### src/rtl/servo_pkg.sv
// Shared widths and pulse-width arithmetic for the servo PWM path.
// Everything is unsigned microseconds, US_W bits wide.
package servo_pkg;

  localparam int US_W = 11;

  function automatic int us_div(input int clk_hz);
    return clk_hz / 1_000_000;
  endfunction

  function automatic logic [US_W-1:0] clamp_us(input logic [US_W-1:0] val,
                                               input logic [US_W-1:0] lo,
                                               input logic [US_W-1:0] hi);
    if (val < lo) return lo;
    if (val > hi) return hi;
    return val;
  endfunction

  // The difference is taken one bit wider so that cur-tgt can never wrap.
  function automatic logic [US_W-1:0] slew_us(input logic [US_W-1:0] cur,
                                              input logic [US_W-1:0] tgt,
                                              input logic [US_W-1:0] step);
    logic [US_W:0] diff;
    if (step == '0) return tgt;
    if (tgt >= cur) begin
      diff = {1'b0, tgt} - {1'b0, cur};
      return (diff > {1'b0, step}) ? cur + step : tgt;
    end
    diff = {1'b0, cur} - {1'b0, tgt};
    return (diff > {1'b0, step}) ? cur - step : tgt;
  endfunction

endpackage

### src/rtl/us_tick_gen.sv
// Microsecond prescaler: tick_us is high for one clk cycle every DIV cycles.
// Also used by the sensor debounce logic.
module us_tick_gen #(
  parameter int DIV = 100
) (
  input  logic clk,
  input  logic rst,
  output logic tick_us
);

  localparam int PW = (DIV > 1) ? $clog2(DIV) : 1;

  logic [PW-1:0] prescaler;

  assign tick_us = (prescaler == PW'(DIV - 1));

  always_ff @(posedge clk or posedge rst) begin
    if (rst)          prescaler <= '0;
    else if (tick_us) prescaler <= '0;
    else              prescaler <= prescaler + PW'(1);
  end

endmodule

### src/rtl/servo_pwm_gen.sv
// 50 Hz servo/ESC PWM generator: the command is clamped, slew-limited and
// latched only at frame boundaries, so a pulse in progress is never cut short.
module servo_pwm_gen
  import servo_pkg::*;
#(
  parameter int CLK_FREQ_HZ = 100_000_000,
  parameter int FRAME_US    = 20000,
  parameter int MIN_US      = 1000,
  parameter int MAX_US      = 2000,
  parameter int NEUTRAL_US  = 1500,
  parameter int MAX_STEP_US = 50
) (
  input  logic            clk,
  input  logic            rst,
  input  logic            en,
  input  logic [US_W-1:0] x_val_checked,
  output logic            pwm_out,
  output logic            frame_start,
  output logic [US_W-1:0] pulse_us_active
);

  localparam int DIV = us_div(CLK_FREQ_HZ);
  localparam int CW  = $clog2(FRAME_US);

  localparam logic [US_W-1:0] MIN_V  = US_W'(MIN_US);
  localparam logic [US_W-1:0] MAX_V  = US_W'(MAX_US);
  localparam logic [US_W-1:0] NEU_V  = US_W'(NEUTRAL_US);
  localparam logic [US_W-1:0] STEP_V = US_W'(MAX_STEP_US);

  if (!(MIN_US <= NEUTRAL_US && NEUTRAL_US <= MAX_US &&
        MAX_US < FRAME_US && MAX_US < 2048)) begin : g_bad_width
    $error("servo_pwm_gen: illegal pulse-width parameters");
  end
  if (CLK_FREQ_HZ % 1_000_000 != 0 || DIV < 1) begin : g_bad_clk
    $error("servo_pwm_gen: CLK_FREQ_HZ must be a multiple of 1 MHz");
  end

  logic            tick_us;
  logic            boundary;
  logic [CW-1:0]   us_cnt, us_cnt_next;
  logic            en_q, en_q_next;
  logic [US_W-1:0] pulse_next;
  logic [US_W-1:0] target;

  us_tick_gen #(.DIV(DIV)) u_tick (
    .clk     (clk),
    .rst     (rst),
    .tick_us (tick_us)
  );

  assign boundary = tick_us && (us_cnt == CW'(FRAME_US - 1));
  assign target   = (x_val_checked == '0) ? NEU_V
                                          : clamp_us(x_val_checked, MIN_V, MAX_V);

  always_comb begin
    us_cnt_next = us_cnt;
    en_q_next   = en_q;
    pulse_next  = pulse_us_active;
    if (tick_us) us_cnt_next = boundary ? '0 : us_cnt + CW'(1);
    if (boundary) begin
      en_q_next  = en;
      pulse_next = slew_us(pulse_us_active, target, STEP_V);
    end
  end

  // pwm_out is computed from next-state values so it lines up with the counters.
  always_ff @(posedge clk or posedge rst) begin
    if (rst) begin
      us_cnt          <= '0;
      en_q            <= 1'b0;
      pulse_us_active <= NEU_V;
      pwm_out         <= 1'b0;
      frame_start     <= 1'b0;
    end else begin
      us_cnt          <= us_cnt_next;
      en_q            <= en_q_next;
      pulse_us_active <= pulse_next;
      pwm_out         <= en_q_next && (32'(us_cnt_next) < 32'(pulse_next));
      frame_start     <= boundary;
    end
  end

endmodule

### config.mk
export PLATFORM = sky130hd
export DESIGN_NAME = servo_pwm_gen
export DESIGN_NICKNAME = d
export VERILOG_FILES = /design/src/rtl/servo_pkg.sv /design/src/rtl/us_tick_gen.sv /design/src/rtl/servo_pwm_gen.sv
export SDC_FILE = /design/constraint.sdc
export NUM_CORES = 1
export LEC_CHECK = 0
export BUFFER_PORTS_ARGS = -buffer_cell sky130_fd_sc_hd__buf_2
export CORE_ASPECT_RATIO = 0.7
export CORE_MARGIN = 5
export CORE_UTILIZATION = 40
export CTS_BUF_LIST = sky130_fd_sc_hd__clkbuf_8
export DETAILED_ROUTE_END_ITERATION = 8
export PLACE_DENSITY = 0.64
export SLEW_MARGIN = 40
export SYNTH_ARGS = -nofsm -noshare
export SYNTH_HDL_FRONTEND = slang
export SYNTH_SLANG_ARGS = --single-unit
### constraint.sdc
create_clock -name clk -period 11.3 [get_ports clk]
set_input_delay 3.39 -clock clk [delete_from_list [all_inputs] [get_ports clk]]
set_output_delay 3.39 -clock clk [all_outputs]
set_load 0.02 [all_outputs]
==> metrics.md <==
| Metric | Value |
|---|---|
| Hold-fix buffers, CTS | 0 |
| IO Port Bufs | 26 |
| Setup crit start kind | input pin |
| Most frequent cells in the layout | nor2_1, nand2_1, ha_1 |
| WP data arrival | 9400 ps |
| Die area | 11700 um2 |
| Synth Area per Inst | 8.10 um2 |
| Commonest non-fill, non-tap cell in the layout | nor2_1 |
| Via count | 3653 |
| Static Leak | 1.86 nW |
| Post-Syn Area | 3840 um2 |
| Worst Tran Pin Value | 666 ps |
| Hold path startpoint | u_tick.prescaler[0] |
| Die Width | 127 um |
| Nets@finish | 541 |
| Final worst-path setup slack | 2130 ps |
| Power Dens Cells | 75.1 nW/um2 |
| Synth area leaders | dfrtp_1, ha_1, xnor2_1 |
| DR pass1 iterations | 5 |
| RSZ-0062 raised after global routing | false |
| First-pass GRT wire length | 17.1 mm |
| H-tree depth | 2 |
| Post-synthesis sequential area ratio | 0.237 |
| Syn_nets | 526 |
| Largest net degree at the start of global routing | 37 |
| Number of global-route vias before repair | 3318 |
| # rows | 29 |
| CP Launch Point | x_val_checked[0] |
| Gate Count Post-Synth | 474 |
| CTS resizes | 0 |
| Hold WC Path Type | register to register |
| # DRC | 0 |
| Post-synth EDFFs | 0 |
| Reg clk slew, reported paths | 80 ps |
| Core area | 9220 um2 |
| Async S/R FF share, synth | 1.00 |
| Layout cell share with drive strength beyond 1 | 0.133 |
| Post-DP HPWL | 8.11 mm |
| Initial antenna violation count | 0 |
| GRT Total Usage | 0.178 |
| I/O Pins | 27 |
| Total grt overflow | 0 |
| R2r setup slk | 5840 ps |
| Main synth FF type | dfrtp_1 |
| Placed Area | 4050 um2 |
| Setup Skew | 6.78 ps |
| Worst hold slack | 459 ps |
| Die H | 92.0 um |
| Family with the most delay on the worst path | compound AO/OA/AOI/OAI gates |
| Kind of critical path | input pin to register |
| Status | finished clean |
| Root buffer cell | clkbuf_8 |
| Yosys top cell by area | dfrtp_1 |
| Clock buffer count from CTS | 5 |
| Distinct cells, synth | 65 |
| CP cell instances | buf_2, nor4_1, nor2_1, a21boi_0, o221ai_1, o21ai_0, inv_1, ha_1, a41oi_1, o21ai_0, a211oi_1, mux2i_1, a2111oi_2, nand2_1, o21bai_1, nand2_1, a31o_2, ha_1, a21o_1, a21oi_1, o211ai_2, or3_4, nor4_2, a31o_1 |
| Tmin final | 9170 ps |
| Max_cap viols | 0 |
| Vias per cell | 5.95 |
| Routed WL | 10.3 mm |
| VDD IR max | 0.0387 mV |
| Wirelength per Cell | 16.8 um |
| Clock tree buffer depth | 2 |
| Worst path buffer plus inverter count | 2 |
| Critical-path top delay cell | o21ai_0 |
| Post-route ant nets | 0 |
| Critical path data required time | 11540 ps |
| Critical path fanouts, max | 11 |
| Final setup vio count | 0 |
| Sink Count | 36 |
| Max frequency | 109 MHz |
| Synth Register Bits | 36 |
| CTS tree | yes |
| Relative slew slack | 0.552 |
| Initial DRC count | 284 |
| Synthesis Warnings | 0 |
| Slew Viols, Final | 0 |
| Hold Vio Cnt, Final | 0 |
| N_diodes | 0 |
| Top-area cell type share of the netlist area | 0.189 |
| Global placement routability congestion | 0.940 |
| Final period util | 0.811 |
| Worst r2r src | pulse_us_active[7] |
| Pre-CTS setup slack | 1970 ps |
| CP max stage delay | 550 ps |
| Setup_tns | 0 ps |
| P&R area growth vs syn | 8.84% |
| Post-CTS setup buffers | 0 |
| Skew-Pair Late Insertion Delay | 300 ps |
| PnR Total Power | 0.314 mW |
| Worst setup EP type | register |
| Final instance area | 4180 um2 |
| Initial core utilization | 0.416 |
| Fillers | 942 |
==> routing by layer <==
layer | vias to the layer above | part of all wire | GRT usage
met2 | 139 | 0.38 | 0.236
li1 | 1757 | - | -
met3 | 9 | 0.071 | 0.0372
met4 | 0 | 0.0053 | 0.0286
met1 | 1748 | 0.54 | 0.290
met5 | - | 0 | 0
==> worst paths after layout <==
kind	to	cells after the start
worst max register to register	pwm_out	18
worst max-delay path	pwm_out	24
min in group asynchronous	frame_start	3
worst min-delay path	u_tick.prescaler[0]	1
worst min register to register	u_tick.prescaler[0]	1
max in group asynchronous	pulse_us_active[3]	3
==> power by group <==
part | total, mW | leakage (nW) | switching (mW) | internal [mW]
combinational | 0.0566 | 1.34 | 0.0360 | 0.0206
sequential | 0.129 | 0.453 | 0.0000177 | 0.129
clock | 0.128 | 0.0645 | 0.0503 | 0.0779
==> stage by stage <==
stage / std cells / util
after detailed placement: 606 / 0.439
after floorplan: 474 / -
after global routing: 614 / 0.453
after global placement: 606 / 0.439
final: 614 / 0.453
after CTS: 614 / 0.453
==> state kept, by name (all words and copies together) (netlist names) <==
register          cells
u_tick.prescaler      7
frame_start           1
pulse_us_active      11
pwm_out               1
en_q                  1
us_cnt               15
==> worst register-to-register path, stage by stage, from the launching register on <==
cell       delay, ps
dfstp_2          670
inv_1            140
ha_1             470
a211oi_1         320
o21ai_0          190
a211oi_1         280
mux2i_1          110
a2111oi_2        510
nand2_1          380
o21bai_1         520
nand2_1          150
a31o_2           270
ha_1             290
a21o_1           160
a21oi_1          170
o211ai_2          90
or3_4            350
nor4_2           220
a31o_1           130
==> cells by family after synthesis <==
logic type      synth area share
flops                      0.237
simple gates               0.231
xor+xnor                  0.0799
buf+inv                   0.0571
mux                       0.0254
fa+ha+maj                  0.128
compound gates             0.242
==> Yosys cell counts (9+ instances only) <==
library cell,number
xor2_1,11
nand2_1,39
nand3_1,13
a21oi_1,26
inv_1,31
o21ai_0,25
xnor2_1,24
clkbuf_1,13
nand4_1,10
a21o_1,12
nor3_1,19
nor2_1,40
and2_1,9
dfrtp_1,29
ha_1,36
==> area by class of cell <==
class / count / area (um2) / share of cell area
multi-input combinational: 386 / 2720 / 0.650
sequential: 36 / 910 / 0.218
tap: 124 / 155 / 0.0371
timing repair buffer: 28 / 145 / 0.0348
inverter: 32 / 125 / 0.0300
clock buffer: 7 / 96.3 / 0.0231
clock inverter: 1 / 30.0 / 0.00719
Power figures use the tool's default switching activity.
